--- src/rtl/sdr_rr_arbiter.sv ---
// sdr_rr_arbiter
//   Round-robin arbiter that shares one toggle-handshake SDRAM read port
//   between NUM_CLIENTS toggle-handshake ROM clients. One downstream read is
//   outstanding at a time. The client granted last gets the lowest priority
//   in the next round, so no client can be starved.
//
// Ports
//   clk, reset          system clock, asynchronous active-high reset
//   cli_addr            client i address at [i*ADDR_W +: ADDR_W]
//   cli_req / cli_ack   per-client request / acknowledge toggles
//   cli_data            per-client read data, client i at [i*DATA_W +: DATA_W]
//   sdr_addr, sdr_req   request to the SDRAM controller (toggle)
//   sdr_ack, sdr_data   controller acknowledge toggle and read data
//   grant_idx           client currently or last granted
//   busy                a downstream read is outstanding

// Per-client return slot. It holds the ack toggle and the data word together,
// so the data is already stable on the edge where the client sees ack == req.
module sdr_rr_slot #(
    parameter int DATA_W = 16
) (
    input  logic              clk,
    input  logic              reset,
    input  logic              load,
    input  logic [DATA_W-1:0] din,
    output logic              ack,
    output logic [DATA_W-1:0] data
);
    always_ff @(posedge clk or posedge reset) begin
        if (reset) begin
            ack  <= 1'b0;
            data <= '0;
        end else if (load) begin
            ack  <= ~ack;
            data <= din;
        end
    end
endmodule

module sdr_rr_arbiter #(
    parameter int NUM_CLIENTS = 4,
    parameter int ADDR_W      = 27,
    parameter int DATA_W      = 16
) (
    input  logic                          clk,
    input  logic                          reset,
    input  logic [NUM_CLIENTS*ADDR_W-1:0] cli_addr,
    input  logic [NUM_CLIENTS-1:0]        cli_req,
    output logic [NUM_CLIENTS-1:0]        cli_ack,
    output logic [NUM_CLIENTS*DATA_W-1:0] cli_data,
    output logic [ADDR_W-1:0]             sdr_addr,
    output logic                          sdr_req,
    input  logic                          sdr_ack,
    input  logic [DATA_W-1:0]             sdr_data,
    output logic [2:0]                    grant_idx,
    output logic                          busy
);
    typedef enum logic {IDLE, WAIT} state_t;

    state_t                 state;
    logic [NUM_CLIENTS-1:0] pending;
    logic [7:0]             pend8;
    logic [3:0]             cand;
    logic                   found;
    logic [2:0]             next_idx;
    logic [ADDR_W-1:0]      addr_sel;
    logic                   done;

    assign pending = cli_req ^ cli_ack;

    // Round-robin scan: the candidate is grant_idx+k for k = 1..NUM_CLIENTS.
    // grant_idx < NUM_CLIENTS and k <= NUM_CLIENTS, so a single subtract
    // does the wrap. At k == NUM_CLIENTS the last-granted client is tried,
    // which makes it the lowest priority.
    always_comb begin
        pend8                    = '0;
        pend8[NUM_CLIENTS-1:0]   = pending;
        found                    = 1'b0;
        next_idx                 = grant_idx;
        cand                     = '0;
        for (int k = 1; k <= NUM_CLIENTS; k++) begin
            cand = {1'b0, grant_idx} + 4'(k);
            if (cand >= 4'(NUM_CLIENTS))
                cand = cand - 4'(NUM_CLIENTS);
            if (!found && pend8[cand[2:0]]) begin
                found    = 1'b1;
                next_idx = cand[2:0];
            end
        end
    end

    always_comb begin
        addr_sel = '0;
        for (int i = 0; i < NUM_CLIENTS; i++)
            if (next_idx == 3'(i))
                addr_sel = cli_addr[i*ADDR_W +: ADDR_W];
    end

    // The downstream read finishes on this edge.
    assign done = (state == WAIT) && (sdr_ack == sdr_req);

    always_ff @(posedge clk or posedge reset) begin
        if (reset) begin
            state     <= IDLE;
            grant_idx <= 3'(NUM_CLIENTS - 1);
            sdr_addr  <= '0;
            sdr_req   <= 1'b0;
            busy      <= 1'b0;
        end else begin
            case (state)
                IDLE: begin
                    if (found) begin
                        grant_idx <= next_idx;
                        sdr_addr  <= addr_sel;
                        sdr_req   <= ~sdr_req;
                        busy      <= 1'b1;
                        state     <= WAIT;
                    end
                end
                WAIT: begin
                    // Completion always returns to IDLE for at least one
                    // cycle, so pending is never evaluated on a completion edge.
                    if (sdr_ack == sdr_req) begin
                        busy  <= 1'b0;
                        state <= IDLE;
                    end
                end
                default: state <= IDLE;
            endcase
        end
    end

    for (genvar i = 0; i < NUM_CLIENTS; i++) begin : g_slot
        sdr_rr_slot #(.DATA_W(DATA_W)) u_slot (
            .clk   (clk),
            .reset (reset),
            .load  (done && (grant_idx == 3'(i))),
            .din   (sdr_data),
            .ack   (cli_ack[i]),
            .data  (cli_data[i*DATA_W +: DATA_W])
        );
    end
endmodule
--- config.mk ---
export PLATFORM = sky130hd
export DESIGN_NAME = sdr_rr_arbiter
export DESIGN_NICKNAME = d
export VERILOG_FILES = /design/src/rtl/sdr_rr_arbiter.sv
export SDC_FILE = /design/constraint.sdc
export NUM_CORES = 1
export LEC_CHECK = 0
export BUFFER_PORTS_ARGS = -buffer_cell sky130_fd_sc_hd__buf_2
export CAP_MARGIN = 15
export CORE_UTILIZATION = 30
export CTS_CLUSTER_SIZE = 30
export DETAILED_ROUTE_END_ITERATION = 10
export PLACE_DENSITY = 0.58
export SETUP_SLACK_MARGIN = 0.5
export SYNTH_ARGS = -nofsm -noshare
export SYNTH_HDL_FRONTEND = slang
export SYNTH_SLANG_ARGS = --single-unit
export TNS_END_PERCENT = 1
--- constraint.sdc ---
create_clock -name clk -period 5.05 [get_ports clk]
set_clock_uncertainty 0.15 [all_clocks]
set_input_delay 1.01 -clock clk [delete_from_list [all_inputs] [get_ports clk]]
set_output_delay 1.01 -clock clk [all_outputs]
set_load 0.01 [all_outputs]
==> impl_results.md <==
- Status: completed
- Reg-to-reg endpoint: sdr_addr[21]$_DFFE_PP0P_
- Initial Util: 0.305
- Reg2reg path depth: 8
- CP arrival: around 4 ns
- Worst-path fanout max: 27
- Die height: 132 um
- Routed vias: approximately 4,300
- Post-route ant nets: 0
- Power Dens Cells: around 790 mW/mm2
- Final worst path period share: 0.768
- Worst Hold Margin: 0.350 ns
- Most frequent cells in the layout: buf_2, dfrtp_1, mux2_2
- Final setup viols: 0
- Async set-reset flop share out of synthesis: 1.00
- Port Buffers: 230
- Grt ovf: 0
- Hold endpoint: g_slot[1].u_slot.data[5]$_DFFE_PP0P_
- Rel. slew slack: 0.247
- HP Start: g_slot[1].u_slot.data[5]$_DFFE_PP0P_
- HP Class: reg2reg
- Clk root buf: clkbuf_16
- WL final: 14,500 um
- RSZ-0062 raised after global routing: no
- Least-Margin Pin Slew: 1.13 ns
- Area leader, netlist: dfrtp_1
- Clk sinks: approximately 100
- Crit path capture type: flip-flop
- # IOs: 231
- Total CTS buffers: 9
- Overall Power: 5.23 mW
- Syn Area/Cell: ~12 um2
- Final Hold Viols: 0
- Core Rows: 47
- Setup TNS: 0 ns
- Synth Cell Area: 0.00504 mm2
- Final Max Tran Viols: 0
- First-pass GRT wire length: 23,100 um
- Syn Inst Count: 438
- DIE AREA: 0.0173 mm2
- Leakage power figure: 3.16 nW
- Clock buffer depth: 2
- H-tree depth: 3
- Share of layout cells above drive strength 1: 0.522
- Hold_buf cts: 0
- Final #Nets: 789
- Antenna violations before repair: 0
- Area of the core: about 0.017 mm2
- Die width: 132 um
- Postcts setup bufs: 0
- Vias/cell: 4.91
- CTS tree: yes
- ANT cells: 0
- Area delta synth->final: 31.2%
- Top-area cell type share of the netlist area: 0.491
- Sequential-to-total area share from yosys stat: 0.502
- FF+latch count, synth: 101
- Tmin final: 3.88 ns
- Peak supply drop: 0.595 mV
- Critical Path Source Type: flip-flop
- Kind of critical path: reg2reg
- Largest cells by area after synthesis: dfrtp_1, mux2_2, a21boi_0
- CP Data Required Time: 5.16 ns
- GP Congestion: 0.779
- Post-cts gate resize count: 0
- Gr usage total: 0.170
- WL/cell: 16.5 um
- Largest net degree at the start of global routing: 73
- Initial DRC Count: ~120
- Most common cell after layout, fill and taps aside: buf_2
- Post-synth EDFFs: 0
- Remaining DRCs: 0
- Net Count, Synth: 575
- Ys Warns: 0
- Clock slew at reported path FFs: 0.08 ns
- Most used DFF post-synth: dfrtp_1
- Top achievable clock speed: 0.258 GHz
- Hpwl dp: 10,600 um
- Max Cap Viol: 0
- Hold Crit Depth: 1
- First-pass DRT Iterations: 4
- FF-to-FF setup slack: ~1.2 ns
- Vias in the first global route: 4,396
- R2r startpoint: grant_idx[0]$_DFFE_PP1P_
- Clock latency on the worst-skew pair: 0.35 ns
- Distinct cells, synth: slightly below 50
-- where the power goes --
group / internal (mW) / switching, mW / total, mW
registers: 1.25 / 0.243 / 1.49
clock network: 0.357 / 0.326 / 0.683
logic: 1.30 / 1.75 / 3.05
total: 2.91 / 2.32 / 5.23
-- how the worst max path moves through the flow --
stage	depth (start not counted)	slack, ns	end	start
final	8	1.17	sdr_addr[21]$_DFFE_PP0P_	grant_idx[0]$_DFFE_PP1P_
after global routing	8	0.85	sdr_addr[21]$_DFFE_PP0P_	grant_idx[0]$_DFFE_PP1P_
after global placement	8	1.33	sdr_addr[26]$_DFFE_PP0P_	cli_req[3]
after CTS	8	1.13	sdr_addr[21]$_DFFE_PP0P_	grant_idx[0]$_DFFE_PP1P_
after floorplan	1	1.25	busy$_DFFE_PP0P_	reset
after detailed placement	8	1.15	sdr_addr[21]$_DFFE_PP0P_	grant_idx[0]$_DFFE_PP1P_
-- cells by family after synthesis --
kind of cell	share of synthesized area
xor+xnor	0.0238
fa+ha+maj	0.0149
flops	0.502
buf+inv	0.0429
compound gates	0.178
mux	0.159
simple gates	0.0797
-- metrics by stage --
stage                     cells  setup WS, ns  utilization  area, um2
after floorplan             438          1.25            -       5040
after global placement      861          1.33        0.382       6320
after detailed placement    861          1.15        0.382       6320
after CTS                   877          1.13        0.400       6610
after global routing        877         0.849        0.400       6610
final                       877          1.17        0.400       6610
-- worst max-delay path, cell delays in order, from the launching register on --
cell	delay (ns)
dfstp_2	0.70
inv_2	0.15
ha_1	0.44
mux2_2	0.39
o21bai_1	0.30
a41o_1	0.29
a2111o_1	0.87
o22ai_1	0.24
a31oi_1	0.22
-- cell usage after synthesis, types with 3 or more instances --
library cell / number
dfrtp_1: 99
mux2_2: 66
nand2_1: 39
a31oi_1: 28
o21ai_0: 27
a21boi_0: 24
and3_1: 22
o22ai_1: 20
clkbuf_1: 17
xnor2_1: 8
o22ai_2: 7
buf_4: 6
ha_1: 6
and3_2: 5
buf_2: 5
nor2_1: 5
a21oi_1: 4
inv_1: 4
a21boi_1: 3
buf_6: 3
o21ai_1: 3
-- routing by layer --
metal / share of wire / track usage / vias up
met5: 0 / 0 / -
met4: 0.015 / 0.0575 / 0
met3: 0.062 / 0.0382 / 17
met2: 0.50 / 0.297 / 176
met1: 0.43 / 0.203 / 2072
li1: - / - / 2040
-- state kept, by name, indices dropped and copies added, names as in the netlist --
name                flops
sdr_addr               27
sdr_req                 1
g_slot.u_slot.ack       4
grant_idx               3
busy                    1
state                   1
g_slot.u_slot.data     64
-- final cells by class --
class	count	area, um2
Sequential cell	101	2530
Inverter	5	21.3
Clock buffer	10	239
Clock inverter	6	56.3
Tap cell	220	275
Multi-Input combinational cell	299	2300
Fill cell	1678	9910
Timing Repair Buffer	236	1200
Note: power is estimated with default switching activity, not from simulation.
